--- src/rtl/rv_ctrl_pkg.sv ---
// rv_ctrl_pkg: shared types and encodings for the multi-cycle RV32I control unit.
//   state_e    FSM states (value is visible on state_o)
//   alu_op_e   ALU operation codes driven on alu_op
//   imm_type_e immediate format select for the immediate generator
//   OPC_*      RV32I major opcodes
//   PC_SRC_*, WB_*, A_* datapath mux encodings
package rv_ctrl_pkg;

   typedef enum logic [2:0] {
      S_FETCH     = 3'd0,
      S_DECODE    = 3'd1,
      S_EXECUTE   = 3'd2,
      S_MEM       = 3'd3,
      S_WRITEBACK = 3'd4,
      S_TRAP      = 3'd5
   } state_e;

   typedef enum logic [3:0] {
      ALU_ADD  = 4'd0,
      ALU_SUB  = 4'd1,
      ALU_XOR  = 4'd2,
      ALU_OR   = 4'd3,
      ALU_AND  = 4'd4,
      ALU_SLL  = 4'd5,
      ALU_SRL  = 4'd6,
      ALU_SRA  = 4'd7,
      ALU_SLT  = 4'd8,
      ALU_SLTU = 4'd9
   } alu_op_e;

   typedef enum logic [2:0] {
      IMM_I = 3'd0,
      IMM_S = 3'd1,
      IMM_B = 3'd2,
      IMM_U = 3'd3,
      IMM_J = 3'd4
   } imm_type_e;

   localparam logic [6:0] OPC_OP     = 7'b0110011;
   localparam logic [6:0] OPC_OP_IMM = 7'b0010011;
   localparam logic [6:0] OPC_LOAD   = 7'b0000011;
   localparam logic [6:0] OPC_STORE  = 7'b0100011;
   localparam logic [6:0] OPC_BRANCH = 7'b1100011;
   localparam logic [6:0] OPC_JAL    = 7'b1101111;
   localparam logic [6:0] OPC_JALR   = 7'b1100111;
   localparam logic [6:0] OPC_LUI    = 7'b0110111;
   localparam logic [6:0] OPC_AUIPC  = 7'b0010111;

   localparam logic [1:0] PC_SRC_PLUS4  = 2'd0;
   localparam logic [1:0] PC_SRC_BRANCH = 2'd1;
   localparam logic [1:0] PC_SRC_JALR   = 2'd2;

   localparam logic [1:0] WB_ALU  = 2'd0;
   localparam logic [1:0] WB_LOAD = 2'd1;
   localparam logic [1:0] WB_PC4  = 2'd2;

   localparam logic [1:0] A_RS1  = 2'd0;
   localparam logic [1:0] A_PC   = 2'd1;
   localparam logic [1:0] A_ZERO = 2'd2;

endpackage

--- src/rtl/rv_alu_decoder.sv ---
// rv_alu_decoder: combinational opcode/funct3/funct7 -> ALU operation + legality.
//   opcode  in  7  instr[6:0]
//   funct3  in  3  instr[14:12]
//   funct7  in  7  instr[31:25]
//   alu_op  out 4  rv_ctrl_pkg::alu_op_e
//   legal   out 1  instruction is supported by this core
module rv_alu_decoder
   import rv_ctrl_pkg::*;
(
   input  logic [6:0] opcode,
   input  logic [2:0] funct3,
   input  logic [6:0] funct7,
   output logic [3:0] alu_op,
   output logic       legal
);

   always_comb begin
      alu_op = ALU_ADD;
      legal  = 1'b1;
      case (opcode)
         OPC_OP, OPC_OP_IMM: begin
            case (funct3)
               // SUB only exists in R-type; ADDI with imm[10]=1 is still an add
               3'b000:  alu_op = (opcode == OPC_OP && funct7 == 7'b0100000) ? ALU_SUB : ALU_ADD;
               3'b001:  alu_op = ALU_SLL;
               3'b010:  alu_op = ALU_SLT;
               3'b011:  alu_op = ALU_SLTU;
               3'b100:  alu_op = ALU_XOR;
               3'b101:  alu_op = funct7[5] ? ALU_SRA : ALU_SRL;
               3'b110:  alu_op = ALU_OR;
               default: alu_op = ALU_AND;
            endcase
            // funct7 is a real field for R-type and for shift-immediates; elsewhere it is imm bits
            if (opcode == OPC_OP || funct3 == 3'b001 || funct3 == 3'b101) begin
               if (funct7 == 7'b0100000)
                  legal = (funct3 == 3'b000 && opcode == OPC_OP) || funct3 == 3'b101;
               else
                  legal = (funct7 == 7'b0000000);
            end
         end
         OPC_LOAD:  legal = !(funct3 inside {3'b011, 3'b110, 3'b111});
         OPC_STORE: legal = (funct3[2] == 1'b0) && (funct3 != 3'b011);
         OPC_BRANCH: begin
            case (funct3[2:1])
               2'b00:   alu_op = ALU_SUB;   // BEQ/BNE
               2'b10:   alu_op = ALU_SLT;   // BLT/BGE
               2'b11:   alu_op = ALU_SLTU;  // BLTU/BGEU
               default: legal  = 1'b0;
            endcase
         end
         OPC_JALR: legal = (funct3 == 3'b000);
         OPC_JAL, OPC_LUI, OPC_AUIPC: legal = 1'b1;
         default: legal = 1'b0;
      endcase
   end

endmodule

--- src/rtl/rv_multicycle_ctrl.sv ---
// rv_multicycle_ctrl: FSM control unit for the multi-cycle RV32I core.
// Sequences FETCH/DECODE/EXECUTE/MEM/WRITEBACK over one shared memory port.
//   clk, resetn (sync, active-low)
//   instr, mem_ready, branch_taken                    inputs
//   mem_req/mem_we/mem_addr_sel                       memory port control
//   ir_write, pc_write, pc_src                        IR / PC update
//   alu_a_sel, alu_b_sel, alu_op, imm_type,
//   limit_immediate                                   ALU / immediate control
//   reg_write, wb_sel                                 regfile writeback
//   illegal_instr, halted, state_o                    status / debug
// Optional: define CTRL_PERF_CNT_EN to add cycle_cnt / instret_cnt outputs.
module rv_multicycle_ctrl
   import rv_ctrl_pkg::*;
#(
   parameter int ALU_OP_W     = 4,
   parameter bit ILLEGAL_TRAP = 1'b1,
   parameter int CNT_W        = 32
) (
   input  logic                clk,
   input  logic                resetn,
   input  logic [31:0]         instr,
   input  logic                mem_ready,
   input  logic                branch_taken,
   output logic                mem_req,
   output logic                mem_we,
   output logic                mem_addr_sel,
   output logic                ir_write,
   output logic                pc_write,
   output logic [1:0]          pc_src,
   output logic [1:0]          alu_a_sel,
   output logic                alu_b_sel,
   output logic [ALU_OP_W-1:0] alu_op,
   output logic [2:0]          imm_type,
   output logic                limit_immediate,
   output logic                reg_write,
   output logic [1:0]          wb_sel,
   output logic                illegal_instr,
   output logic                halted,
   output logic [2:0]          state_o
`ifdef CTRL_PERF_CNT_EN
   ,
   output logic [CNT_W-1:0]    cycle_cnt,
   output logic [CNT_W-1:0]    instret_cnt
`endif
);

   state_e     state_q, state_d;
   logic       halted_q, halted_d;
   logic [6:0] opcode;
   logic [2:0] funct3;
   logic [3:0] dec_alu_op;
   logic       dec_legal;
   logic       is_load, is_store;

   assign opcode   = instr[6:0];
   assign funct3   = instr[14:12];
   assign is_load  = (opcode == OPC_LOAD);
   assign is_store = (opcode == OPC_STORE);

   rv_alu_decoder u_alu_dec (
      .opcode (opcode),
      .funct3 (funct3),
      .funct7 (instr[31:25]),
      .alu_op (dec_alu_op),
      .legal  (dec_legal)
   );

   // Shift-immediates only use shamt; held in every state so the immgen never sees imm[11:5]
   assign limit_immediate = (opcode == OPC_OP_IMM) && (funct3 == 3'b001 || funct3 == 3'b101);

   // Datapath selects follow the instruction class; they stay put across EXECUTE/MEM/WRITEBACK
   always_comb begin
      alu_a_sel = A_RS1;
      alu_b_sel = 1'b1;
      imm_type  = IMM_I;
      alu_op    = ALU_OP_W'(dec_alu_op);
      case (opcode)
         OPC_OP:     alu_b_sel = 1'b0;
         OPC_STORE:  imm_type  = IMM_S;
         OPC_BRANCH: begin alu_b_sel = 1'b0; imm_type = IMM_B; end
         OPC_JAL:    imm_type  = IMM_J;
         OPC_LUI:    begin alu_a_sel = A_ZERO; imm_type = IMM_U; end
         OPC_AUIPC:  begin alu_a_sel = A_PC;   imm_type = IMM_U; end
         default: ;
      endcase
      if (!resetn) begin
         alu_a_sel = '0;
         alu_b_sel = 1'b0;
         imm_type  = '0;
         alu_op    = '0;
      end
   end

   // Next state and strobes. Strobes are combinational so mem_req can drop in the reset cycle
   // and ir_write/pc_write can fire in the same cycle mem_ready completes the fetch.
   always_comb begin
      state_d       = state_q;
      mem_req       = 1'b0;
      mem_we        = 1'b0;
      mem_addr_sel  = 1'b0;
      ir_write      = 1'b0;
      pc_write      = 1'b0;
      pc_src        = PC_SRC_PLUS4;
      reg_write     = 1'b0;
      wb_sel        = WB_ALU;
      illegal_instr = 1'b0;
      case (state_q)
         S_FETCH: begin
            mem_req = 1'b1;
            if (mem_ready) begin
               ir_write = 1'b1;
               pc_write = 1'b1;
               state_d  = S_DECODE;
            end
         end
         S_DECODE: begin
            if (!dec_legal) begin
               illegal_instr = 1'b1;
               state_d       = ILLEGAL_TRAP ? S_TRAP : S_FETCH;
            end else begin
               state_d = S_EXECUTE;
            end
         end
         S_EXECUTE: begin
            case (opcode)
               OPC_LOAD, OPC_STORE: state_d = S_MEM;
               OPC_BRANCH: begin
                  pc_write = branch_taken;
                  pc_src   = PC_SRC_BRANCH;
                  state_d  = S_FETCH;
               end
               OPC_JAL, OPC_JALR: begin
                  pc_write  = 1'b1;
                  pc_src    = (opcode == OPC_JAL) ? PC_SRC_BRANCH : PC_SRC_JALR;
                  reg_write = 1'b1;
                  wb_sel    = WB_PC4;
                  state_d   = S_FETCH;
               end
               default: state_d = S_WRITEBACK;
            endcase
         end
         S_MEM: begin
            mem_req      = 1'b1;
            mem_addr_sel = 1'b1;
            mem_we       = is_store;
            if (mem_ready) state_d = is_store ? S_FETCH : S_WRITEBACK;
         end
         S_WRITEBACK: begin
            reg_write = 1'b1;
            wb_sel    = is_load ? WB_LOAD : WB_ALU;
            state_d   = S_FETCH;
         end
         default: state_d = S_TRAP;  // TRAP absorbs; unused encodings fall in too
      endcase
      if (!resetn) begin
         mem_req       = 1'b0;
         mem_we        = 1'b0;
         mem_addr_sel  = 1'b0;
         ir_write      = 1'b0;
         pc_write      = 1'b0;
         pc_src        = '0;
         reg_write     = 1'b0;
         wb_sel        = '0;
         illegal_instr = 1'b0;
      end
      halted_d = (state_d == S_TRAP);
   end

   always_ff @(posedge clk) begin
      if (!resetn) begin
         state_q  <= S_FETCH;
         halted_q <= 1'b0;
      end else begin
         state_q  <= state_d;
         halted_q <= halted_d;
      end
   end

   assign halted  = halted_q;
   assign state_o = state_q;

`ifdef CTRL_PERF_CNT_EN
   logic [CNT_W-1:0] cycle_cnt_q, cycle_cnt_d;
   logic [CNT_W-1:0] instret_cnt_q, instret_cnt_d;
   logic             unused_bits;

   // Any return to FETCH from another state retires an instruction; reset entry never gets here
   always_comb begin
      cycle_cnt_d   = cycle_cnt_q + CNT_W'(1);
      instret_cnt_d = instret_cnt_q;
      if (state_d == S_FETCH && state_q != S_FETCH) instret_cnt_d = instret_cnt_q + CNT_W'(1);
   end

   always_ff @(posedge clk) begin
      if (!resetn) begin
         cycle_cnt_q   <= '0;
         instret_cnt_q <= '0;
      end else begin
         cycle_cnt_q   <= cycle_cnt_d;
         instret_cnt_q <= instret_cnt_d;
      end
   end

   assign cycle_cnt   = cycle_cnt_q;
   assign instret_cnt = instret_cnt_q;
   assign unused_bits = ^{instr[24:15], instr[11:7]};
`else
   logic unused_bits;
   // Register specifiers belong to the datapath; CNT_W only matters with counters enabled
   assign unused_bits = ^{instr[24:15], instr[11:7], CNT_W[0]};
`endif

endmodule

--- config.mk ---
export PLATFORM = sky130hd
export DESIGN_NAME = rv_multicycle_ctrl
export DESIGN_NICKNAME = d
export VERILOG_FILES = /design/src/rtl/rv_ctrl_pkg.sv /design/src/rtl/rv_alu_decoder.sv /design/src/rtl/rv_multicycle_ctrl.sv
export SDC_FILE = /design/constraint.sdc
export NUM_CORES = 1
export LEC_CHECK = 0
export CAP_MARGIN = 10
export CORE_MARGIN = 2
export CORE_UTILIZATION = 36
export CTS_CLUSTER_DIAMETER = 80
export DETAILED_ROUTE_END_ITERATION = 10
export HOLD_SLACK_MARGIN = 0.06
export PLACE_DENSITY_LB_ADDON = 0.08
export SETUP_SLACK_MARGIN = 0.02
export SYNTH_ARGS = -nofsm -noshare
export SYNTH_HDL_FRONTEND = slang
export SYNTH_SLANG_ARGS = --single-unit
--- constraint.sdc ---
create_clock -name clk -period 3.3 [get_ports clk]
set_input_delay 0.66 -clock clk [delete_from_list [all_inputs] [get_ports clk]]
set_output_delay 0.66 -clock clk [all_outputs]
set_load 0.02 [all_outputs]
==> flow_summary.json, run 1 <==
{
  "status": "finished clean",
  "die_x_um": 51.3,
  "grt_usage_pct": 22.8,
  "globalplace.congestion": 0.861,
  "yosysMostFrequentCell": "nor2_1",
  "fin_crit_sh_pct": 95.2,
  "fmaxAchievable_mhz": 318,
  "power.density_mw_per_mm2": 199,
  "synth_area_leader_cell": "dfxtp_1",
  "grt_pass1_wl_um": 4730,
  "postCtsSetupBuffers": 0,
  "syn_area_per_cell_um2": 6.83,
  "critPathRequiredTime_ns": 2.64,
  "routedWlPerCell_um": 12.8,
  "hold_buffers": 0,
  "rsz0062_at_grt": "false",
  "first_pass_iters": 4,
  "n_antenna_cell": 0,
  "drt_wl_total_um": 2790,
  "grt_pass1_vias": 1128,
  "hold_path_class": "reg2reg",
  "dp_cells": 215,
  "initial_core_util_pct": 37.1,
  "tightest_slew_ns": 0.459,
  "vias_per_cell": 5.20,
  "drv_cap": 0,
  "crit_arrival_ns": 2.48,
  "drt_iter0_drc": 18,
  "drive_gt1_share_pct": 25.3,
  "critPathLaunchType": "primary input",
  "final_area_mm2": 0.00152,
  "syn_to_final_growth_pct": 89.0,
  "cts_repair_resize_count": 12,
  "fin_crit_ns": 3.14,
  "synthTopCellsByCount": "nor2_1, a21oi_1, nor3_1",
  "syn_nets": 157,
  "leakage_nw": 0.776,
  "fin_hold_ws_ns": 0.692,
  "syn-cell-area_um2": 806,
  "final_net_count": 231,
  "ys_types": 44,
  "io_pins": 62,
  "ir_drop_uv": 286,
  "report.final.slew_viol_count": 0,
  "synth_cells": 118,
  "fin_cells": 218,
  "synth_area_leaders": "dfxtp_1, nor2_1, a21oi_1, nor3_1, ha_1",
  "clock_latency_ns": 0.23,
  "rows": 17,
  "htreeDepth": 1,
  "slew_headroom_pct": 69.4,
  "seq_area_frac_synth_pct": 9.94,
  "gr-total-overflow": 0,
  "via_count": 1133,
  "synth_top_area_share_pct": 9.94,
  "path_max_fanout": 5,
  "crit_type": "in2out",
  "route.detailed.drc": 0,
  "synth-async-reset-ratio_pct": 0,
  "root_buffer": "clkbuf_4",
  "fillCellCount": 205,
  "synth_warnings": 0,
  "tritoncts": "yes",
  "core-area_mm2": 0.00217,
  "dp_hpwl_um": 2210,
  "port_buffers": 46,
  "dpl_cell_area_mm2": 0.00149,
  "hold_viol_final": 0,
  "cts_made_buffers": 3,
  "synth-seq-cells": 4,
  "total_power_mw": 0.303,
  "critPathCaptureType": "output pin",
  "fin_worst_skew_ns": 0.000480,
  "setup_viol": 0,
  "ys.flop_type": "dfxtp_1",
  "antenna_found_initial": 0,
  "die_h_um": 51.3,
  "drtAntennaViolNets": 0,
  "clockBufferDepth": 2,
  "post-route-util_pct": 70.2,
  "die_area_mm2": 0.00263,
  "clk_pin_slew_worst_paths_ns": 0.04,
  "synth_edf_count": 0,
  "grt_start_max_net_pins": 16,
  "cts_sinks": 4
}
registers in the layout, indices dropped and copies added (netlist names):
signal,flops
state_o,3
halted,1
critical path, cell delays in order:
cell and delay (ns):
clkdlybuf4s50_1 0.50, nand3b_1 0.28, o21ai_1 0.14, a21bo_2 0.26, a211oi_4 0.30, clkdlybuf4s15_1 0.35
report_power, final:
| group | leakage, nW | switching, mW | internal, mW | total (mW) |
|---|---|---|---|---|
| logic | 0.729 | 0.0773 | 0.0935 | 0.171 |
| registers | 0.0328 | 0.0170 | 0.0559 | 0.0729 |
| clock network | 0.0138 | 0.0183 | 0.0406 | 0.0589 |
metrics by stage:
step | setup slack, ns | TNS [ns]
2_1_floorplan | 0.597 | 0
3_3_place_gp | -0.193 | -0.763
3_5_place_dp | -0.185 | -0.781
4_1_cts | 0.0626 | 0
5_1_grt | 0.0401 | 0
6_report | 0.159 | 0
kinds of logic (layout without fill, tap and decap cells):
group                    Yosys count  count (layout)  share of synthesized area, %
AO/OA/AOI/OAI                     29              29                          25.2
XOR/XNOR                           2               2                          2.17
adder cells (fa/ha/maj)            3               3                          4.66
buffers and inverters             14              86                          9.47
flip-flops                         4               4                          9.94
multiplexers                       3               3                          4.04
AND/OR/NAND/NOR                   63              63                          44.6
worst paths after layout:
check	slack (ns)	from	depth (start not counted)	endpoint
setup / recovery	0.16	instr[6]	6	illegal_instr
hold / removal	0.69	state_o[1]	2	state_o[1]
setup reg to reg	1.87	state_o[0]	4	state_o[0]
hold reg to reg	0.69	state_o[1]	2	state_o[1]
cell type report:
class	instances	area (um2)	area share (%)
multi-input cells	100	667	43.8
clock buffers	3	22.5	1.48
flip-flops and latches	4	80.1	5.26
inverters	4	15.0	0.986
repair buffers	79	703	46.2
well taps	28	35.0	2.30
layer usage:
metal	global-route usage [%]	vias up	wire length (um)
li1	-	573	-
met1	27.8	520	1200
met2	44.6	40	1430
met3	3.22	0	160
met4	0	0	0
met5	0	-	0
cell usage in the layout, fill, tap and decap left out, drive strengths merged, types with 5 or more instances in the layout:
master         netlist  layout
nor2                14      14
nor3                 8       8
clkdlybuf4s50        0      29
a21oi                9       9
buf                  5      33
nand2                6       6
nand2b               5       5
clkbuf               5       5
dlygate4sd2          0       8
o21ai                5       5
dlymetal6s2s         0       6
Power figures use the tool's default switching activity.
==> run 2: changes to the inputs <==
CORE_MARGIN = unset   (was 2)
==> flow_summary.json, run 2 (synthesis results as in run 1) <==
{
  "status": "finished clean",
  "htreeDepth": 1,
  "dp_worst_setup_slack_ns": -0.222,
  "pwr-share-seq_pct": 24.1,
  "crit_type": "in2out",
  "critPathCaptureType": "output pin",
  "drive_gt1_share_pct": 23.4,
  "drt_iter0_drc": 12,
  "crit_slowest_cell": "clkdlybuf4s50_1",
  "grtUsageMet2_pct": 45.4,
  "hp-start": "state_o[1]",
  "grt_start_max_net_pins": 16,
  "fin_crit_ns": 3.13,
  "p_sw_mw": 0.115,
  "met3_usage_pct": 3.43,
  "hold_viol_final": 0,
  "cts_sinks": 4,
  "leakage_nw": 0.790,
  "largest_reg_flops": 3,
  "port_buffers": 46,
  "grt_pass1_wl_um": 4570,
  "route.detailed.drc": 0,
  "final_common_cell": "buf_4",
  "antenna_found_initial": 0,
  "report.final.slew_viol_count": 0,
  "hold_path_class": "reg2reg",
  "crit_arrival_ns": 2.47,
  "grt_usage_pct": 23.8,
  "tritoncts": "yes",
  "vias_per_cell": 5.29,
  "initial_core_util_pct": 39.5,
  "die_h_um": 49.3,
  "n_antenna_cell": 0,
  "routedWlPerCell_um": 12.7,
  "clock_latency_ns": 0.23,
  "grt-busiest-layer": "met2",
  "gr-total-overflow": 0,
  "syn_to_final_growth_pct": 86.6,
  "fmaxAchievable_mhz": 320,
  "clk_pin_slew_worst_paths_ns": 0.04,
  "drtAntennaViolNets": 0,
  "layout_setup_ws_ns": 0.174,
  "fin_crit_sh_pct": 94.7,
  "intPower_mw": 0.189,
  "cts_made_buffers": 3,
  "die_x_um": 49.3,
  "fin_worst_skew_ns": 0.00483,
  "reg2reg_from": "state_o[1]",
  "path_cells": "clkdlybuf4s50_1 > nand4bb_2 > nor2_1 > a21oi_1 > mux2_2 > nor3_1 > dlygate4sd2_1",
  "fin_tns_setup_ns": 0,
  "via_count": 1137,
  "worstReg2RegEnd": "halted",
  "critPathRequiredTime_ns": 2.64,
  "hold_depth": 2,
  "final_cell_mix": "buf_4, clkdlybuf4s50_1, nor2_1",
  "r2r_cells": 4,
  "grt_pass1_vias": 1086,
  "hold_end": "state_o[1]",
  "r2r_slack_ns": 1.87,
  "first_pass_iters": 4,
  "slew_headroom_pct": 69.9,
  "use_met1_pct": 28.0,
  "tightest_slew_ns": 0.451,
  "root_buffer": "clkbuf_4",
  "path_max_fanout": 6,
  "drt_wl_total_um": 2740,
  "critPathLaunchType": "primary input",
  "drv_cap": 0,
  "power_frac_clock_pct": 20.2,
  "power.density_mw_per_mm2": 202,
  "io_pins": 62,
  "dp_hpwl_um": 2210,
  "slowest_delay_ns": 0.42,
  "core-area_mm2": 0.00204,
  "rsz0062_at_grt": "false",
  "setup_viol": 0,
  "swShare_pct": 37.7,
  "globalplace.congestion": 0.880,
  "rows": 16,
  "final_net_count": 229,
  "clockBufferDepth": 2,
  "ir_drop_uv": 329,
  "die_area_mm2": 0.00243,
  "power_frac_comb_pct": 55.7
}
run 2: changes by cell type in the layout (fill, tap and decap cells not counted):
| cell | previous run | this run |
|---|---|---|
| dlymetal6s2s_1 | 6 | 8 |
| dlygate4sd2_1 | 8 | 6 |
| nor3_2 | 2 | 0 |
| nor3_1 | 6 | 8 |
| clkdlybuf4s50_1 | 29 | 30 |
| buf_4 | 33 | 31 |
| clkdlybuf4s15_1 | 1 | 0 |
run 2: area by class of cell:
| cell class | count | area [um2] |
|---|---|---|
| fill | 198 | 538 |
| tap | 27 | 33.8 |
| multi-input combinational | 100 | 657 |
| timing repair buffer | 77 | 696 |
| sequential | 4 | 80.1 |
| clock buffer | 3 | 22.5 |
| inverter | 4 | 15.0 |
run 2: critical path, delay by kind of cell:
kind | cells | cell delay, ns
mux | 1 | 0.27
compound gates | 1 | 0.08
buf+inv | 2 | 0.77
simple gates | 3 | 0.68
run 2: metrics by stage:
step	instance area (um2)	total power, mW	utilization [%]	cells	hold slack (ns)
6_report	1500	0.304	73.7	215	0.688
5_1_grt	1500	0.327	73.7	215	0.739
4_1_cts	1490	0.307	73.0	215	0.687
3_5_place_dp	1470	0.244	72.1	212	0.679
3_3_place_gp	1470	0.239	72.1	212	0.654
2_1_floorplan	806	0.154	-	118	0.770
run 2: worst max-delay path by stage:
stage                         from             to  depth (start not counted)
after detailed placement  instr[3]      alu_op[1]                          7
after floorplan           instr[3]       pc_write                          7
after global placement    instr[3]  illegal_instr                          6
final                     instr[3]       pc_write                          7
after CTS                 instr[1]   alu_a_sel[0]                          6
after global routing      instr[3]      alu_op[1]                          7
run 2: power groups by stage:
| stage | Combinational (mW) | Clock, mW | Sequential, mW |
|---|---|---|---|
| after detailed placement | 0.171 | 0 | 0.0733 |
| after CTS | 0.170 | 0.0648 | 0.0723 |
| after global routing | 0.183 | 0.0696 | 0.0744 |
| after floorplan | 0.0844 | 0 | 0.0701 |
| after global placement | 0.167 | 0 | 0.0722 |
| final | 0.169 | 0.0614 | 0.0731 |
run 2: what timing repair did:
item                                   CTS  global route
buffers inserted                         0             0
setup endpoints to repair                9            10
endpoints found under the hold margin    0             0
resized for setup                       10            12
hold buffers                             0             0
run 2: per-layer routing:
| metal | wire length, um | up-vias |
|---|---|---|
| li1 | - | 577 |
| met1 | 1240 | 511 |
| met2 | 1350 | 42 |
| met3 | 133 | 7 |
| met4 | 15 | 0 |
| met5 | 0 | - |
==> variant 1 (settings of run 1) <==
The option `CTRL_PERF_CNT_EN` is turned on by a define.
--- a/src/rtl/rv_multicycle_ctrl.sv
+++ b/src/rtl/rv_multicycle_ctrl.sv
@@ -9,6 +9,8 @@
 //   reg_write, wb_sel                                 regfile writeback
 //   illegal_instr, halted, state_o                    status / debug
 // Optional: define CTRL_PERF_CNT_EN to add cycle_cnt / instret_cnt outputs.
+`define CTRL_PERF_CNT_EN
+
 module rv_multicycle_ctrl
    import rv_ctrl_pkg::*;
 #(
Behaviour (old outputs only; new: cycle_cnt and instret_cnt): unchanged (Yosys induction, for registers that start in step).
==> variant 1 against run 1 <==
Cell area increased to 3.5 times the old value. Highest routed layer is now met4. Non-clock buffer count up 66. Largest cell class is now multi-input gates. Sequential share of layout area grew 20 points. Setup slack lost 22 ps. Critical path depth fell by 1. First-iteration DRC count rose to 11 times the old value. Sequential cell count rose by 64. Area after synthesis increased to 4.6 times the old value. Routed wire length rose to 3.7 times the old value. Total power grew to 6.6 times the old value. Clock power increased to 12 times the old value. Critical endpoint is now mem_req.
==> variant 1: results (changes against run 1) <==
count of inserted antenna diode cells=0 (unchanged); adder-cell share of the synthesized area=0.0167 (was 0.0466); Synth cell types=61 (was 44); multiplexer fraction of the synthesized cell area=0.00267 (was 0.0404); # port buffers=110 (was 46); Clk Tree Root Cell=clkbuf_8 (was clkbuf_4); highest cell delay on the worst timing path=690 ps (was 500 ps); worst supply voltage drop on vdd=0.220 mV (was 0.286 mV); end point of the worst hold path=cycle_cnt[0]$_SDFF_PN0_ (was state_o[1]$_SDFF_PN0_); final estimated routing congestion in global placement=0.805 (was 0.861); result of the run=completed (unchanged); R2R setup slack=940 ps (was 1870 ps); Inserted Clock Buffers=9 (was 3); clock insertion delay at the later pin of the skew report=330 ps (was 230 ps); critical-path maximum fanout=10 (was 5); depth of the most critical reg-to-reg path=7 (was 4); worst slack at placement=-207 ps (was -185 ps); static power due to leakage=1.93 nW (was 0.776 nW); CP Data Arrival Time=2500 ps (was 2480 ps); per-cell routed wire length=13.9 um (was 12.8 um); largest net degree at the start of global routing=36 (was 16); first-pass GRT wire length=17400 um (was 4730 um); hold path start=cycle_cnt[0]$_SDFF_PN0_ (was state_o[1]$_SDFF_PN0_); number of cells on the worst hold path=1 (was 2); final-layout fill cell count=995 (was 205); share of layout cells above drive strength 1=0.121 (was 0.253); Synth Area in XOR/XNOR=0.0702 (was 0.0217); Area contributors post-synth=dfxtp_1 36%, nor2_1 5.4%, a21oi_1 5.3%, xor2_1 5.1%, or3_1 3.5% (was dfxtp_1 9.9%, nor2_1 6.5%, a21oi_1 5.6%, nor3_1 5.0%, ha_1 4.7%); via count of the first global-routing pass=3739 (was 1128); Synth Area in Compound Gates=0.167 (was 0.252); Tightest Pin Transition=763 ps (was 459 ps); GRT Resource Usage Total=0.188 (was 0.228); top cell types by occurrence after synthesis=68 x dfxtp_1, 54 x nor2_1, 40 x a21oi_1 (was 14 x nor2_1, 9 x a21oi_1, 8 x nor3_1); register area share after synthesis=0.364 (was 0.0994); Layout Skew=11.9 ps (was 0.480 ps); number of nets in the synthesized netlist=496 (was 157); clock-pin slew on the worst setup and hold paths=70 ps (was 40 ps); Internal Dissipation=1.39 mW (was 0.190 mW); Vias/cell=5.25 (was 5.20)
variant 1: cell count changes after synthesis, moves of 10 or more:
cell / run 1 / this run
nand2_1: 6 / 28
dfxtp_1: 4 / 68
nand4_1: 1 / 15
o31ai_1: 0 / 12
o21ai_0: 4 / 22
or4_1: 1 / 11
xor2_1: 1 / 22
a21oi_1: 9 / 40
nor2_1: 14 / 54
nand3_1: 3 / 22
inv_1: 4 / 16
or3_1: 2 / 21
variant 1: power by group through the flow:
stage,combinational (mW),clock [mW],sequential [mW]
after detailed placement,0.417,0,0.908
after global placement,0.415,0,0.909
after global routing,0.449,0.765,0.898
final,0.412,0.690,0.890
after floorplan,0.246,0,0.909
after CTS,0.416,0.720,0.889
variant 1: stage by stage:
stage	hold WS, ps	std cells
after floorplan	515	455
after global placement	451	717
after detailed placement	463	717
after CTS	481	733
after global routing	516	733
final	476	733
variant 1: final cells by class:
| class | count | area (um2) | area share |
|---|---|---|---|
| clock buffer | 10 | 138 | 0.0256 |
| multi-input combinational | 351 | 2230 | 0.414 |
| sequential | 68 | 1360 | 0.253 |
| timing repair buffer | 145 | 1360 | 0.252 |
| clock inverter | 6 | 63.8 | 0.0119 |
| tap | 136 | 170 | 0.0316 |
| inverter | 17 | 63.8 | 0.0119 |
variant 1: how the worst max path moves through the flow:
stage                     startpoint            end  slack, ps
final                         resetn        mem_req        140
after global routing          resetn        mem_req         20
after detailed placement    instr[2]  illegal_instr       -210
after CTS                   instr[1]      alu_op[2]         40
after global placement      instr[2]  illegal_instr       -200
after floorplan               resetn      pc_src[0]        480
variant 1: repair_timing:
| item | in CTS | in global routing |
|---|---|---|
| gates cloned | 0 | 0 |
| endpoints found under the setup margin | 11 | 6 |
| gates resized for setup | 11 | 9 |
variant 1: worst reg2reg max path: stages (launching register included):
cell and delay (ps):
dfxtp_1 650, or3_1 230, nand3_1 80, buf_4 190, nor2_1 100, o2111ai_1 310
or4b_1 600, a21oi_1 140
variant 1: cells by family after synthesis:
kind of cell / Yosys count
multiplexers: 1
adder cells (fa/ha/maj): 5
flip-flops: 68
XOR/XNOR: 30
AO/OA/AOI/OAI: 97
AND/OR/NAND/NOR: 218
buffers and inverters: 36
variant 1: layer usage:
metal,vias to the layer above,share of wire,track usage
li1,1937,-,-
met3,2,0.057,0.0546
met5,-,0,0
met2,91,0.46,0.306
met4,0,0.0050,0.0404
met1,1819,0.47,0.248
==> variant 2 (settings of run 1) <==
Without the edit above. Set the parameter `ILLEGAL_TRAP` to 1'b0 (it was 1'b1).
--- a/src/rtl/rv_multicycle_ctrl.sv
+++ b/src/rtl/rv_multicycle_ctrl.sv
@@ -13,7 +13,7 @@
    import rv_ctrl_pkg::*;
 #(
    parameter int ALU_OP_W     = 4,
-   parameter bit ILLEGAL_TRAP = 1'b1,
+   parameter bit ILLEGAL_TRAP = 1'b0,
    parameter int CNT_W        = 32
 ) (
    input  logic                clk,
Function: changed (a bounded check fails within 4 cycles, from zero or initial values and one cycle with resetn low).
==> variant 2 against run 1 <==
Synthesized cell count shrank 5.1%. Global-route usage shrank 0.51 points. Routed wire length shrank 0.18%. Worst hold slack lost 32 ps. Count of clock-buffer cells in the layout is the same. Cell area shrank 3.0%. Setup slack lost 21 ps. Total power shrank 27%. Area after synthesis shrank 6.4%. Sequential cell count is the same.
==> variant 2: results (changes against run 1) <==
per-cell routed wire length=13.1 um (was 12.8 um); Internal Dissipation=0.151 mW (was 0.190 mW); final estimated routing congestion in global placement=0.917 (was 0.861); top cell types by occurrence after synthesis=12 x nor2_1, 10 x a21oi_1, 10 x nor3_1 (was 14 x nor2_1, 9 x a21oi_1, 8 x nor3_1); half-perimeter wire length after detailed placement=2260 um (was 2210 um); synthesized instance count=112 (was 118); register area share after synthesis=0.106 (was 0.0994); Initial DRC Count=31 (was 18); GRT Resource Usage Total=0.223 (was 0.228); first-pass GRT wire length=4430 um (was 4730 um); share of flip-flops with an asynchronous set or reset=0 (unchanged); share of layout cells above drive strength 1=0.220 (was 0.253); Resized cells post-CTS=10 (was 12); Placement Cell Area=1440 um2 (was 1490 um2); Vias/cell=5.38 (was 5.20); CP Data Arrival Time=2500 ps (was 2480 ps); largest net degree at the start of global routing=12 (was 16); Tightest Pin Transition=362 ps (was 459 ps); Area contributors post-synth=dfxtp_1 11%, a21oi_1 6.6%, nor3_1 6.6%, nand3_1 6.0%, nor2_1 6.0% (was dfxtp_1 9.9%, nor2_1 6.5%, a21oi_1 5.6%, nor3_1 5.0%, ha_1 4.7%); final-layout fill cell count=168 (was 205); result of the run=completed (unchanged); post-layout net count=227 (was 231); Longest Clk Path Bufs=2 (unchanged); static power due to leakage=0.733 nW (was 0.776 nW); wire length reported by the detailed router=2790 um (about the same)
==> variant 2: changes by cell type after synthesis, moves of 3 or more <==
| cell | run 1 | this run |
|---|---|---|
| o211ai_1 | 3 | 0 |
| nand3_1 | 3 | 9 |
| nand2b_1 | 5 | 2 |
| clkbuf_1 | 5 | 2 |
==> variant 2: final cells by class <==
class	count	area (um2)	area share
Timing Repair Buffer	78	702	0.475
Tap cell	27	33.8	0.0229
Multi-Input combinational cell	96	619	0.419
Clock buffer	3	22.5	0.0153
Sequential cell	4	80.1	0.0542
Inverter	5	18.8	0.0127
==> variant 2: logic make-up (layout without fill, tap and decap cells) <==
family                     count (synthesis)  count (layout)  share of synthesized area
AOI/OAI and AO/OA                         29              29                      0.255
xor gates and xnor gates                   2               2                     0.0232
adders and majority gates                  3               3                     0.0498
buffers and inverters                     12              86                     0.0912
DFF                                        4               4                      0.106
muxes                                      2               2                     0.0265
and+or+nand+nor                           60              60                      0.448
==> variant 2: stage by stage <==
stage | TNS, ps | hold slack [ps] | setup slack, ps | total power, mW
6_report | 0 | 660 | 137 | 0.222
3_3_place_gp | -591 | 651 | -286 | 0.159
2_1_floorplan | 0 | 782 | 232 | 0.0931
5_1_grt | -5.58 | 728 | -5.58 | 0.238
4_1_cts | 0 | 661 | 11.7 | 0.224
3_5_place_dp | -642 | 650 | -268 | 0.162
==> variant 2: metal layers <==
metal | part of all wire | track usage
met5 | 0 | 0
met4 | 0 | 0.0139
met3 | 0.077 | 0.0515
met2 | 0.52 | 0.427
met1 | 0.40 | 0.259
==> variant 2: path summary, 6_finish.rpt <==
kind / start / cells after the start / end / slack (ps)
min reg2reg: state_o[1]$_SDFF_PN0_ / 2 / state_o[0]$_SDFF_PN0_ / 660
max: instr[4] / 6 / alu_a_sel[0] / 140
min: state_o[1]$_SDFF_PN0_ / 2 / state_o[0]$_SDFF_PN0_ / 660
max reg2reg: state_o[0]$_SDFF_PN0_ / 5 / state_o[1]$_SDFF_PN0_ / 1640
==> variant 2: critical path, stage by stage <==
cell             delay [ps]
clkdlybuf4s50_1         520
buf_4                   130
nor2b_1                 250
nand3_2                 160
nor3_1                  150
clkdlybuf4s50_1         630
==> variant 2: power by group through the flow <==
stage	logic (mW)	clock network (mW)	registers [mW]
floorplan	0.0415	0	0.0516
global placement	0.107	0	0.0525
detailed placement	0.109	0	0.0526
CTS	0.109	0.0632	0.0519
global route	0.119	0.0664	0.0522
finish	0.110	0.0601	0.0519
